<file path="config.mk">
export PLATFORM = sky130hd
export DESIGN_NAME = mips_hazard_ctrl_flat
export DESIGN_NICKNAME = d
export VERILOG_FILES = /design/src/rtl/mips_hazard_if.sv /design/src/rtl/mips_hazard_ctrl.sv /design/src/flat_wrapper.sv
export SDC_FILE = /design/constraint.sdc
export NUM_CORES = 1
export LEC_CHECK = 0
export CORE_ASPECT_RATIO = 1.5
export CORE_MARGIN = 5
export CORE_UTILIZATION = 42
export DETAILED_ROUTE_END_ITERATION = 6
export MAX_ROUTING_LAYER = met4
export PLACE_DENSITY = 0.82
export SLEW_MARGIN = 5
export SYNTH_ARGS = -nofsm -noshare
export SYNTH_HDL_FRONTEND = slang
export SYNTH_SLANG_ARGS = --single-unit
export TNS_END_PERCENT = 100
</file>
<file path="constraint.sdc">
create_clock -name clk -period 2.8 [get_ports clk]
set_input_delay 0.42 -clock clk [delete_from_list [all_inputs] [get_ports clk]]
set_output_delay 0.42 -clock clk [all_outputs]
set_load 0.02 [all_outputs]
</file>
<file path="src/rtl/mips_hazard_if.sv">
// Hazard-controller bundle between the MIPS pipeline datapath and
// mips_hazard_ctrl. Performance-counter signals exist only when
// HAZARD_PERF_CNT_EN is defined.
interface mips_hazard_if
`ifdef HAZARD_PERF_CNT_EN
  #(parameter int unsigned CNTW = 32)
`endif
  ;
  logic [4:0] RsD, RtD, RsE, RtE;
  logic [4:0] WriteRegE, WriteRegM, WriteRegW;
  logic       RegWriteE, RegWriteM, RegWriteW;
  logic       MemtoRegE, MemtoRegM;
  logic       BranchD, PCSrcD;
  logic       MemReqM, MemReadyM;

  logic       StallF, StallD, RegClrD, FlushE;
  logic       StallE, StallM, FlushW;
  logic       ForwardAD, ForwardBD;
  logic [1:0] ForwardAE, ForwardBE;
  logic       MemTimeout;

`ifdef HAZARD_PERF_CNT_EN
  logic            PerfClr;
  logic [CNTW-1:0] StallCycles, FlushCount;
`endif

  // Datapath side: drives pipeline-register fields, consumes controls
  modport master (
    output RsD, RtD, RsE, RtE, WriteRegE, WriteRegM, WriteRegW,
    output RegWriteE, RegWriteM, RegWriteW, MemtoRegE, MemtoRegM,
    output BranchD, PCSrcD, MemReqM, MemReadyM,
`ifdef HAZARD_PERF_CNT_EN
    output PerfClr,
    input  StallCycles, FlushCount,
`endif
    input  StallF, StallD, RegClrD, FlushE, StallE, StallM, FlushW,
    input  ForwardAD, ForwardBD, ForwardAE, ForwardBE, MemTimeout
  );

  // Controller side
  modport slave (
    input  RsD, RtD, RsE, RtE, WriteRegE, WriteRegM, WriteRegW,
    input  RegWriteE, RegWriteM, RegWriteW, MemtoRegE, MemtoRegM,
    input  BranchD, PCSrcD, MemReqM, MemReadyM,
`ifdef HAZARD_PERF_CNT_EN
    input  PerfClr,
    output StallCycles, FlushCount,
`endif
    output StallF, StallD, RegClrD, FlushE, StallE, StallM, FlushW,
    output ForwardAD, ForwardBD, ForwardAE, ForwardBE, MemTimeout
  );
endinterface

</file>
<file path="src/rtl/mips_hazard_ctrl.sv">
// Hazard and stall controller for the five-stage MIPS pipeline: forwarding
// selects, load-use / branch stalls, and a memory wait-state FSM with a
// bounded wait and a sticky timeout error.
// Optional feature macro: HAZARD_PERF_CNT_EN (stall/flush performance counters).
module mips_hazard_ctrl #(
  parameter int unsigned TIMEOUT = 16
`ifdef HAZARD_PERF_CNT_EN
  , parameter int unsigned CNTW = 32
`endif
) (
  input logic          clk,
  input logic          reset,
  mips_hazard_if.slave hz
);

  localparam int unsigned WCNTW = $clog2(TIMEOUT + 1);

  localparam logic [1:0] S_RUN  = 2'd0;
  localparam logic [1:0] S_WAIT = 2'd1;
  localparam logic [1:0] S_ERR  = 2'd2;

  logic [1:0]       state, state_nxt;
  logic [WCNTW-1:0] wcnt, wcnt_nxt;

  logic lwstall, branchstall, memstall;
  logic stall_fd, flush_e, regclr_d;
  logic mem_pending;

  // Stall and flush terms; ERR forces a permanent memory stall
  always_comb begin
    mem_pending = hz.MemReqM & ~hz.MemReadyM;
    lwstall     = hz.MemtoRegE & ((hz.RtE == hz.RsD) | (hz.RtE == hz.RtD));
    branchstall = hz.BranchD &
                  ((hz.RegWriteE & ((hz.WriteRegE == hz.RsD) | (hz.WriteRegE == hz.RtD))) |
                   (hz.MemtoRegM & ((hz.WriteRegM == hz.RsD) | (hz.WriteRegM == hz.RtD))));
    memstall    = (state == S_ERR) | mem_pending;
    stall_fd    = lwstall | branchstall | memstall;
    flush_e     = (lwstall | branchstall) & ~memstall;
    regclr_d    = hz.PCSrcD & ~stall_fd;
  end

  // Pipeline control outputs
  always_comb begin
    hz.StallF     = stall_fd;
    hz.StallD     = stall_fd;
    hz.RegClrD    = regclr_d;
    hz.FlushE     = flush_e;
    hz.StallE     = memstall;
    hz.StallM     = memstall;
    hz.FlushW     = memstall;
    hz.MemTimeout = (state == S_ERR);
  end

  // Forwarding selects; M stage has priority over W, $0 never forwarded
  always_comb begin
    hz.ForwardAE = 2'b00;
    hz.ForwardBE = 2'b00;
    if ((hz.RsE != 5'd0) && hz.RegWriteM && (hz.RsE == hz.WriteRegM))
      hz.ForwardAE = 2'b10;
    else if ((hz.RsE != 5'd0) && hz.RegWriteW && (hz.RsE == hz.WriteRegW))
      hz.ForwardAE = 2'b01;
    if ((hz.RtE != 5'd0) && hz.RegWriteM && (hz.RtE == hz.WriteRegM))
      hz.ForwardBE = 2'b10;
    else if ((hz.RtE != 5'd0) && hz.RegWriteW && (hz.RtE == hz.WriteRegW))
      hz.ForwardBE = 2'b01;
    hz.ForwardAD = (hz.RsD != 5'd0) && hz.RegWriteM && (hz.RsD == hz.WriteRegM);
    hz.ForwardBD = (hz.RtD != 5'd0) && hz.RegWriteM && (hz.RtD == hz.WriteRegM);
  end

  // Wait-state FSM state and wait counter registers
  always_ff @(posedge clk or posedge reset) begin
    if (reset) begin
      state <= S_RUN;
      wcnt  <= '0;
    end else begin
      state <= state_nxt;
      wcnt  <= wcnt_nxt;
    end
  end

  // Next state: wcnt counts stalled cycles of the current access; the
  // TIMEOUT-th consecutive stalled cycle moves to ERR. A dropped request
  // while waiting counts as completion.
  always_comb begin
    state_nxt = state;
    wcnt_nxt  = wcnt;
    case (state)
      S_RUN: begin
        if (mem_pending) begin
          state_nxt = S_WAIT;
          wcnt_nxt  = WCNTW'(1);
        end else begin
          wcnt_nxt  = '0;
        end
      end
      S_WAIT: begin
        if (!mem_pending) begin
          state_nxt = S_RUN;
          wcnt_nxt  = '0;
        end else if (wcnt == WCNTW'(TIMEOUT - 1)) begin
          state_nxt = S_ERR;
          wcnt_nxt  = WCNTW'(TIMEOUT);
        end else begin
          wcnt_nxt  = wcnt + WCNTW'(1);
        end
      end
      S_ERR: begin
        state_nxt = S_ERR;
      end
      default: begin
        state_nxt = S_RUN;
        wcnt_nxt  = '0;
      end
    endcase
  end

`ifdef HAZARD_PERF_CNT_EN
  logic [CNTW-1:0] stall_cnt, flush_cnt;

  // Saturating stall/flush counters; PerfClr has priority over counting
  always_ff @(posedge clk or posedge reset) begin
    if (reset) begin
      stall_cnt <= '0;
      flush_cnt <= '0;
    end else if (hz.PerfClr) begin
      stall_cnt <= '0;
      flush_cnt <= '0;
    end else begin
      if (stall_fd && (stall_cnt != '1))
        stall_cnt <= stall_cnt + CNTW'(1);
      if ((flush_e || regclr_d) && (flush_cnt != '1))
        flush_cnt <= flush_cnt + CNTW'(1);
    end
  end

  assign hz.StallCycles = stall_cnt;
  assign hz.FlushCount  = flush_cnt;
`endif

endmodule

</file>
<file path="src/flat_wrapper.sv">
// flat-port wrapper written by rule: the top's interface ports become plain ports
module mips_hazard_ctrl_flat 
#(
  parameter int unsigned TIMEOUT = 16

)
  (clk, reset, hz_RsD, hz_RtD, hz_RsE, hz_RtE, hz_WriteRegE, hz_WriteRegM, hz_WriteRegW, hz_RegWriteE, hz_RegWriteM, hz_RegWriteW, hz_MemtoRegE, hz_MemtoRegM, hz_BranchD, hz_PCSrcD, hz_MemReqM, hz_MemReadyM, hz_StallF, hz_StallD, hz_RegClrD, hz_FlushE, hz_StallE, hz_StallM, hz_FlushW, hz_ForwardAD, hz_ForwardBD, hz_ForwardAE, hz_ForwardBE, hz_MemTimeout);
  mips_hazard_if hz_i ();
  input logic clk;
  input logic reset;
  input wire logic [$bits(hz_i.RsD)-1:0] hz_RsD;
  input wire logic [$bits(hz_i.RtD)-1:0] hz_RtD;
  input wire logic [$bits(hz_i.RsE)-1:0] hz_RsE;
  input wire logic [$bits(hz_i.RtE)-1:0] hz_RtE;
  input wire logic [$bits(hz_i.WriteRegE)-1:0] hz_WriteRegE;
  input wire logic [$bits(hz_i.WriteRegM)-1:0] hz_WriteRegM;
  input wire logic [$bits(hz_i.WriteRegW)-1:0] hz_WriteRegW;
  input wire logic [$bits(hz_i.RegWriteE)-1:0] hz_RegWriteE;
  input wire logic [$bits(hz_i.RegWriteM)-1:0] hz_RegWriteM;
  input wire logic [$bits(hz_i.RegWriteW)-1:0] hz_RegWriteW;
  input wire logic [$bits(hz_i.MemtoRegE)-1:0] hz_MemtoRegE;
  input wire logic [$bits(hz_i.MemtoRegM)-1:0] hz_MemtoRegM;
  input wire logic [$bits(hz_i.BranchD)-1:0] hz_BranchD;
  input wire logic [$bits(hz_i.PCSrcD)-1:0] hz_PCSrcD;
  input wire logic [$bits(hz_i.MemReqM)-1:0] hz_MemReqM;
  input wire logic [$bits(hz_i.MemReadyM)-1:0] hz_MemReadyM;
  output wire logic [$bits(hz_i.StallF)-1:0] hz_StallF;
  output wire logic [$bits(hz_i.StallD)-1:0] hz_StallD;
  output wire logic [$bits(hz_i.RegClrD)-1:0] hz_RegClrD;
  output wire logic [$bits(hz_i.FlushE)-1:0] hz_FlushE;
  output wire logic [$bits(hz_i.StallE)-1:0] hz_StallE;
  output wire logic [$bits(hz_i.StallM)-1:0] hz_StallM;
  output wire logic [$bits(hz_i.FlushW)-1:0] hz_FlushW;
  output wire logic [$bits(hz_i.ForwardAD)-1:0] hz_ForwardAD;
  output wire logic [$bits(hz_i.ForwardBD)-1:0] hz_ForwardBD;
  output wire logic [$bits(hz_i.ForwardAE)-1:0] hz_ForwardAE;
  output wire logic [$bits(hz_i.ForwardBE)-1:0] hz_ForwardBE;
  output wire logic [$bits(hz_i.MemTimeout)-1:0] hz_MemTimeout;
  assign hz_i.RsD = hz_RsD;
  assign hz_i.RtD = hz_RtD;
  assign hz_i.RsE = hz_RsE;
  assign hz_i.RtE = hz_RtE;
  assign hz_i.WriteRegE = hz_WriteRegE;
  assign hz_i.WriteRegM = hz_WriteRegM;
  assign hz_i.WriteRegW = hz_WriteRegW;
  assign hz_i.RegWriteE = hz_RegWriteE;
  assign hz_i.RegWriteM = hz_RegWriteM;
  assign hz_i.RegWriteW = hz_RegWriteW;
  assign hz_i.MemtoRegE = hz_MemtoRegE;
  assign hz_i.MemtoRegM = hz_MemtoRegM;
  assign hz_i.BranchD = hz_BranchD;
  assign hz_i.PCSrcD = hz_PCSrcD;
  assign hz_i.MemReqM = hz_MemReqM;
  assign hz_i.MemReadyM = hz_MemReadyM;
  assign hz_StallF = hz_i.StallF;
  assign hz_StallD = hz_i.StallD;
  assign hz_RegClrD = hz_i.RegClrD;
  assign hz_FlushE = hz_i.FlushE;
  assign hz_StallE = hz_i.StallE;
  assign hz_StallM = hz_i.StallM;
  assign hz_FlushW = hz_i.FlushW;
  assign hz_ForwardAD = hz_i.ForwardAD;
  assign hz_ForwardBD = hz_i.ForwardBD;
  assign hz_ForwardAE = hz_i.ForwardAE;
  assign hz_ForwardBE = hz_i.ForwardBE;
  assign hz_MemTimeout = hz_i.MemTimeout;
  mips_hazard_ctrl #(.TIMEOUT(TIMEOUT)) u_core (.clk(clk), .reset(reset), .hz(hz_i));
endmodule
</file>
==> flow_summary.yaml, run 1 <==
detailed_routing:
  drc: 0
  wl_mm: 4.22
  ant_nets: 0
  routed_via_density: 5.37
  vias: 1338
  drt_iter0_drc: 44
  wl_per_cell_um: 16.9
  firstDrtPassIters: 4
place:
  dpl_cell_area_mm2: 0.00184
  place_ws_ps: -157
  dp_hpwl_mm: 3.55
  numPortBuffers: 59
  place_inst: 245
  gp_congestion: 0.926
global_route:
  grt_max_degree: 9
  grt_remaining_overflow: 0
  grt.total_usage_pct: 24.8
  grt_pass1_vias: 1555
  grt_pass1_wl_mm: 6.85
  grt_antenna_before_repair: 0
clock_tree:
  post_cts_buffers: 0
  cts_tree: "built"
  htreeDepth: 1
  numCtsBuffers: 3
  clk_pin_slew_ps: 40
  cts_hold_buffers: 0
  cts_sinks: 7
  clkLatencyLatePin_ps: 230
  ctsRootBufferMaster: "clkbuf_8"
  clk_path_buf_depth: 2
hold_path:
  hold_class: "input pin to asynchronous set/reset pin"
floorplanning:
  die_area_mm2: 0.00381
  dieHeight_um: 73.1
  die_w_um: 52.1
  rows: 23
  fp.coreArea_mm2: 0.00262
  start_util_pct: 42.6
  io_pins: 60
sta:
  finalMaxSlewViolations: 0
  setup_viol: 0
  worst_slack_ps: 59.5
  max_slew_margin_pct: 68.1
  fin_crit_sh_pct: 97.9
  tightest_slew_ps: 471
  clock_skew_ps: 1.91
  rsz0062_at_grt: "false"
  setup_tns_ps: 0
  hold_viol: 0
  fmaxAchievable_ghz: 0.365
  finalCriticalPeriod_ps: 2740
critical_path:
  crit_path_frequent_cell: "clkdlybuf4s50_1"
  cp_slowest_cell: "clkdlybuf4s50_1"
  crit_path_end_kind: "primary output"
  critPathTopFamily: "buffers and inverters"
  critPathMaxStageDelay_ps: 540
  crit_type: "input pin to primary output"
  cp-start-kind: "input pin"
  worstPathRequired_ps: 2380
  crit_arrival_ps: 2320
  worstPathCellList: "clkdlybuf4s50_1 -> buf_4 -> or4_1 -> o21ai_0 -> nor2_1 -> clkdlybuf4s50_1"
  cp_max_fo: 3
  crit_buf_inv: 3
power_and_ir_drop:
  switching_power_uw: 157
  finalPower_uw: 498
  power_leakage_nw: 0.805
  ir_drop_v: 0.000288
  clockPowerShare_pct: 29.4
  p_per_area_mw_per_mm2: 263
  combPwrFrac_pct: 49.4
  seqPwrFrac_pct: 21.3
  switching_share_pct: 31.6
  p_int_uw: 340
finish:
  design_area_mm2: 0.00189
  diodes: 0
  final_cell_mix: "49 x clkdlybuf4s50_1, 38 x xnor2_1, 19 x buf_4, 13 x nand2_1, 12 x xor2_1"
  fin_nets: 261
  final_cells: 249
  syn_to_final_growth_pct: 69.4
  layout_commonest_cell: "clkdlybuf4s50_1"
  layout-drive-gt1-share_pct: 13.7
synthesis:
  yosysSeqAreaShare_pct: 15.7
  syn_nets: 187
  synth_cell_type_count: 34
  synth-edff-count: 0
  synthCells: 139
  synth_seq_cells: 7
  synthArstFlopShare_pct: 100
  yosys_warnings: 0
  synth_top_flop_cell: "dfrtp_1"
  syn_area_mm2: 0.00112
  syn_area_per_cell_um2: 8.03
flow_run:
  max_cap_violations: 0
outcome:
  outcome: "completed"
## cell usage after synthesis (3+ instances only)
cell	n	area, um^2
and3_1	4	25.0
buf_2	4	20.0
buf_4	3	22.5
dfrtp_1	7	175
nand2_1	13	48.8
nand4_1	7	43.8
nor2_1	8	30.0
o21ai_0	8	40.0
or4_1	3	22.5
xnor2_1	38	333
xor2_1	12	105
## stage by stage
step           hold WS, ps  util (%)
4_1_cts                426      71.6
6_report               421      72.2
3_5_place_dp           499      70.2
2_1_floorplan          223         -
5_1_grt                451      72.2
3_3_place_gp           464      70.2
## cell type report
class,instances,area [um^2]
Multi-Input combinational cell,121,885
Fill cell,202,728
Inverter,2,7.51
Timing Repair Buffer,78,732
Tap cell,37,46.3
Clock buffer,4,45.0
Sequential cell,7,175
## kinds of logic after synthesis
| logic type | Yosys count | synth area share (%) |
|---|---|---|
| AOI/OAI and AO/OA | 18 | 10.2 |
| xor gates and xnor gates | 50 | 39.2 |
| adders and majority gates | 2 | 2.24 |
| buffers and inverters | 11 | 5.83 |
| DFF | 7 | 15.7 |
| and+or+nand+nor | 51 | 26.8 |
## registers in the layout, summed over array words and instances (netlist names)
register	flops
u_core.state	2
u_core.wcnt	5
## final timing paths
kind | from | to | slack [ps] | cells past startpoint
worst min-delay path | reset | u_core.wcnt[2] | 420 | 2
worst max register to register | u_core.wcnt[0] | u_core.wcnt[3] | 1030 | 6
max in group asynchronous | reset | u_core.wcnt[0] | 2160 | 2
worst max-delay path | hz_RtD[2] | hz_ForwardBD | 60 | 6
worst min register to register | u_core.wcnt[4] | u_core.wcnt[4] | 510 | 2
min in group clk | u_core.wcnt[4] | u_core.wcnt[4] | 510 | 2
## worst register-to-register path, stage by stage, from the launching register on
cell     delay, ps
dfrtp_1        440
ha_1           260
and3_1         190
ha_1           260
nor2_1         230
nand4_1        130
o21ai_0        180
## metal layers
layer | routed length, um | up-vias | GRT usage, %
met2 | 2060 | 94 | 43.2
met4 | 217 | 0 | 14.0
met3 | 351 | 23 | 4.70
met1 | 1580 | 600 | 25.1
li1 | - | 621 | -
met5 | 0 | - | -
## repair_timing
item,in CTS,in global routing
gates resized for setup,7,4
setup endpoints to repair,7,3
hold endpoints to repair,0,0
## power groups by stage
| stage | sequential [mW] | clock (mW) | combinational (mW) |
|---|---|---|---|
| 2_1_floorplan | 0.106 | 0 | 0.113 |
| 3_3_place_gp | 0.107 | 0 | 0.240 |
| 3_5_place_dp | 0.107 | 0 | 0.246 |
| 4_1_cts | 0.106 | 0.152 | 0.244 |
| 5_1_grt | 0.106 | 0.158 | 0.263 |
| 6_report | 0.106 | 0.146 | 0.246 |
No activity file was read; power rests on OpenSTA's default activity.
==> inputs of run 2 (changes only) <==
--- a/config.mk
+++ b/config.mk
@@ -7,10 +7,10 @@
 export LEC_CHECK = 0
 export CORE_ASPECT_RATIO = 1.5
 export CORE_MARGIN = 5
-export CORE_UTILIZATION = 42
+export CORE_UTILIZATION = 36
 export DETAILED_ROUTE_END_ITERATION = 6
 export MAX_ROUTING_LAYER = met4
-export PLACE_DENSITY = 0.82
+export PLACE_DENSITY = 0.75
 export SLEW_MARGIN = 5
 export SYNTH_ARGS = -nofsm -noshare
 export SYNTH_HDL_FRONTEND = slang
==> constraint.sdc (replaced) <==
create_clock -name clk -period 2.4 [get_ports clk]
set_input_delay 0.36 -clock clk [delete_from_list [all_inputs] [get_ports clk]]
set_output_delay 0.36 -clock clk [all_outputs]
set_load 0.02 [all_outputs]
==> run 2 against run 1 <==
Critical path depth stayed put. Register-to-register slack worse by 320 ps. Largest cell class unchanged. Combinational power grew 19%. Highest routed layer unchanged. Sequential share of layout area down 0.38 points. Non-clock buffer count is 12 higher. Sequential power is 16% higher. Worst hold slack got worse by 44 ps.
==> flow_summary.yaml, run 2 (synthesized netlist as in run 1, its figures left out) <==
detailed_routing:
  drt_iter0_drc: 39
  drc: 0
  firstDrtPassIters: 4
  vias: 1307
  wl_per_cell_um: 14.9
  wl_mm: 3.93
  routed_via_density: 4.97
  ant_nets: 0
place:
  gp_congestion: 0.886
  place_inst: 259
  numPortBuffers: 59
  dpl_cell_area_mm2: 0.00193
  dp_hpwl_mm: 3.44
critical_path:
  critPathMaxStageDelay_ps: 470
  cp_slowest_cell: "or4_1"
  worstPathCellList: "clkdlybuf4s50_1 -> buf_4 -> or4_1 -> o21ai_1 -> nor2_1 -> dlygate4sd2_1"
  cp-start-kind: "input pin"
  cp_max_fo: 3
  crit_arrival_ps: 1970
  worstPathRequired_ps: 2040
  crit_type: "input pin to primary output"
  crit_path_end_kind: "primary output"
floorplanning:
  rows: 24
  io_pins: 60
  fp.coreArea_mm2: 0.00294
  dieHeight_um: 78.2
  die_area_mm2: 0.00434
  start_util_pct: 37.9
  die_w_um: 55.5
power_and_ir_drop:
  switching_power_uw: 178
  p_per_area_mw_per_mm2: 295
  combPwrFrac_pct: 50.4
  seqPwrFrac_pct: 21.2
  ir_drop_v: 0.000347
  power_leakage_nw: 0.852
  p_int_uw: 403
  clockPowerShare_pct: 28.4
  switching_share_pct: 30.7
sta:
  rsz0062_at_grt: "true"
  fmaxAchievable_ghz: 0.429
  tightest_slew_ps: 385
  setup_viol: 0
  finalCriticalPeriod_ps: 2330
  hold_viol: 0
  setup_tns_ps: 0
  clock_skew_ps: 2.48
  max_slew_margin_pct: 74.0
  fin_crit_sh_pct: 97.1
  finalMaxSlewViolations: 0
finish:
  top_register: "u_core.wcnt"
  diodes: 0
  design_area_mm2: 0.00197
  syn_to_final_growth_pct: 76.6
  multi_input_area_um2: 893
  layout-drive-gt1-share_pct: 21.9
  final_cell_mix: "38 x xnor2_1, 35 x clkdlybuf4s50_1, 30 x buf_4, 16 x dlygate4sd2_1, 13 x nand2_1"
  fin_nets: 273
  final_util_pct: 67.0
  largest_register_ffs: 5
  final_cells: 263
  nFillCells: 264
  layout_commonest_cell: "xnor2_1"
  reg_top3: "u_core.wcnt x5, u_core.state x2"
  regArea_um2: 175
outcome:
  outcome: "completed"
global_route:
  grt_pass1_vias: 1498
  grt_remaining_overflow: 0
  grt.total_usage_pct: 19.6
  grt_max_degree: 8
  grt_pass1_wl_mm: 6.76
  grt_antenna_before_repair: 0
clock_tree:
  clk_path_buf_depth: 2
  ctsRootBufferMaster: "clkbuf_8"
  clkLatencyLatePin_ps: 230
  numCtsBuffers: 3
  htreeDepth: 1
  post_cts_buffers: 0
  cts_tree: "built"
  clk_pin_slew_ps: 40
  cts_sinks: 7
  cts_hold_buffers: 0
flow_run:
  max_cap_violations: 0
hold_path:
  hold_class: "input pin to asynchronous set/reset pin"
## run 2: cell types whose count changed in the layout (fill, tap and decap cells not counted)
| cell | before | now |
|---|---|---|
| clkdlybuf4s50_1 | 49 | 35 |
| buf_4 | 19 | 30 |
| dlygate4sd2_1 | 7 | 16 |
| buf_2 | 0 | 3 |
| clkdlybuf4s15_2 | 0 | 3 |
| o21ai_0 | 8 | 6 |
| o21ai_1 | 0 | 2 |
| buf_6 | 0 | 1 |
| dlymetal6s2s_1 | 3 | 2 |
| nor2_1 | 8 | 7 |
| nor2_2 | 0 | 1 |
| o22ai_1 | 2 | 1 |
| o22ai_2 | 0 | 1 |
## run 2: worst paths after layout
kind / cells after the start / slack, ps / from / to
min reg2reg: 2 / 500 / u_core.wcnt[4] / u_core.wcnt[4]
max in group asynchronous: 2 / 1800 / reset / u_core.wcnt[0]
max: 6 / 70 / hz_RtD[2] / hz_ForwardBD
min: 2 / 380 / reset / u_core.wcnt[1]
min in group clk: 2 / 500 / u_core.wcnt[4] / u_core.wcnt[4]
max reg2reg: 7 / 710 / u_core.wcnt[0] / u_core.wcnt[3]
## run 2: what timing repair did
action                     CTS  global route
pin swaps                    0             3
gates resized for setup     39             8
setup endpoints to repair   10             6
## run 2: power groups by stage
| stage | Combinational, mW | Clock [mW] | Sequential, mW |
|---|---|---|---|
| floorplan | 0.131 | 0 | 0.124 |
| global placement | 0.292 | 0 | 0.125 |
| detailed placement | 0.301 | 0 | 0.125 |
| CTS | 0.294 | 0.171 | 0.123 |
| global route | 0.316 | 0.178 | 0.123 |
| finish | 0.293 | 0.165 | 0.123 |
## run 2: layout make-up
type                            instances  share of cell area (%)
Clock buffer                            4                    2.29
Inverter                                2                   0.381
Timing Repair Buffer                   90                    40.6
Multi-Input combinational cell        121                    45.3
Sequential cell                         7                    8.89
Tap cell                               39                    2.48
## run 2: metrics by stage
step           hold WS, ps  power, mW  setup slack (ps)
2_1_floorplan          163      0.255               173
3_3_place_gp           460      0.417              -418
3_5_place_dp           490      0.426              -436
4_1_cts                384      0.588             -1.91
5_1_grt                410      0.618             -31.5
6_report               377      0.581              70.3
## run 2: critical path, delay by kind of cell
family / cells / cell delay (ps)
AO/OA/AOI/OAI: 1 / 130
buffers and inverters: 3 / 960
AND/OR/NAND/NOR: 2 / 530
## run 2: per-layer routing
metal | share of wire, % | GRT usage [%] | up-vias
li1 | - | - | 645
met1 | 37 | 18.9 | 612
met2 | 58 | 38.0 | 42
met3 | 3.5 | 1.64 | 8
met4 | 1.9 | 9.73 | 0
met5 | 0 | - | -
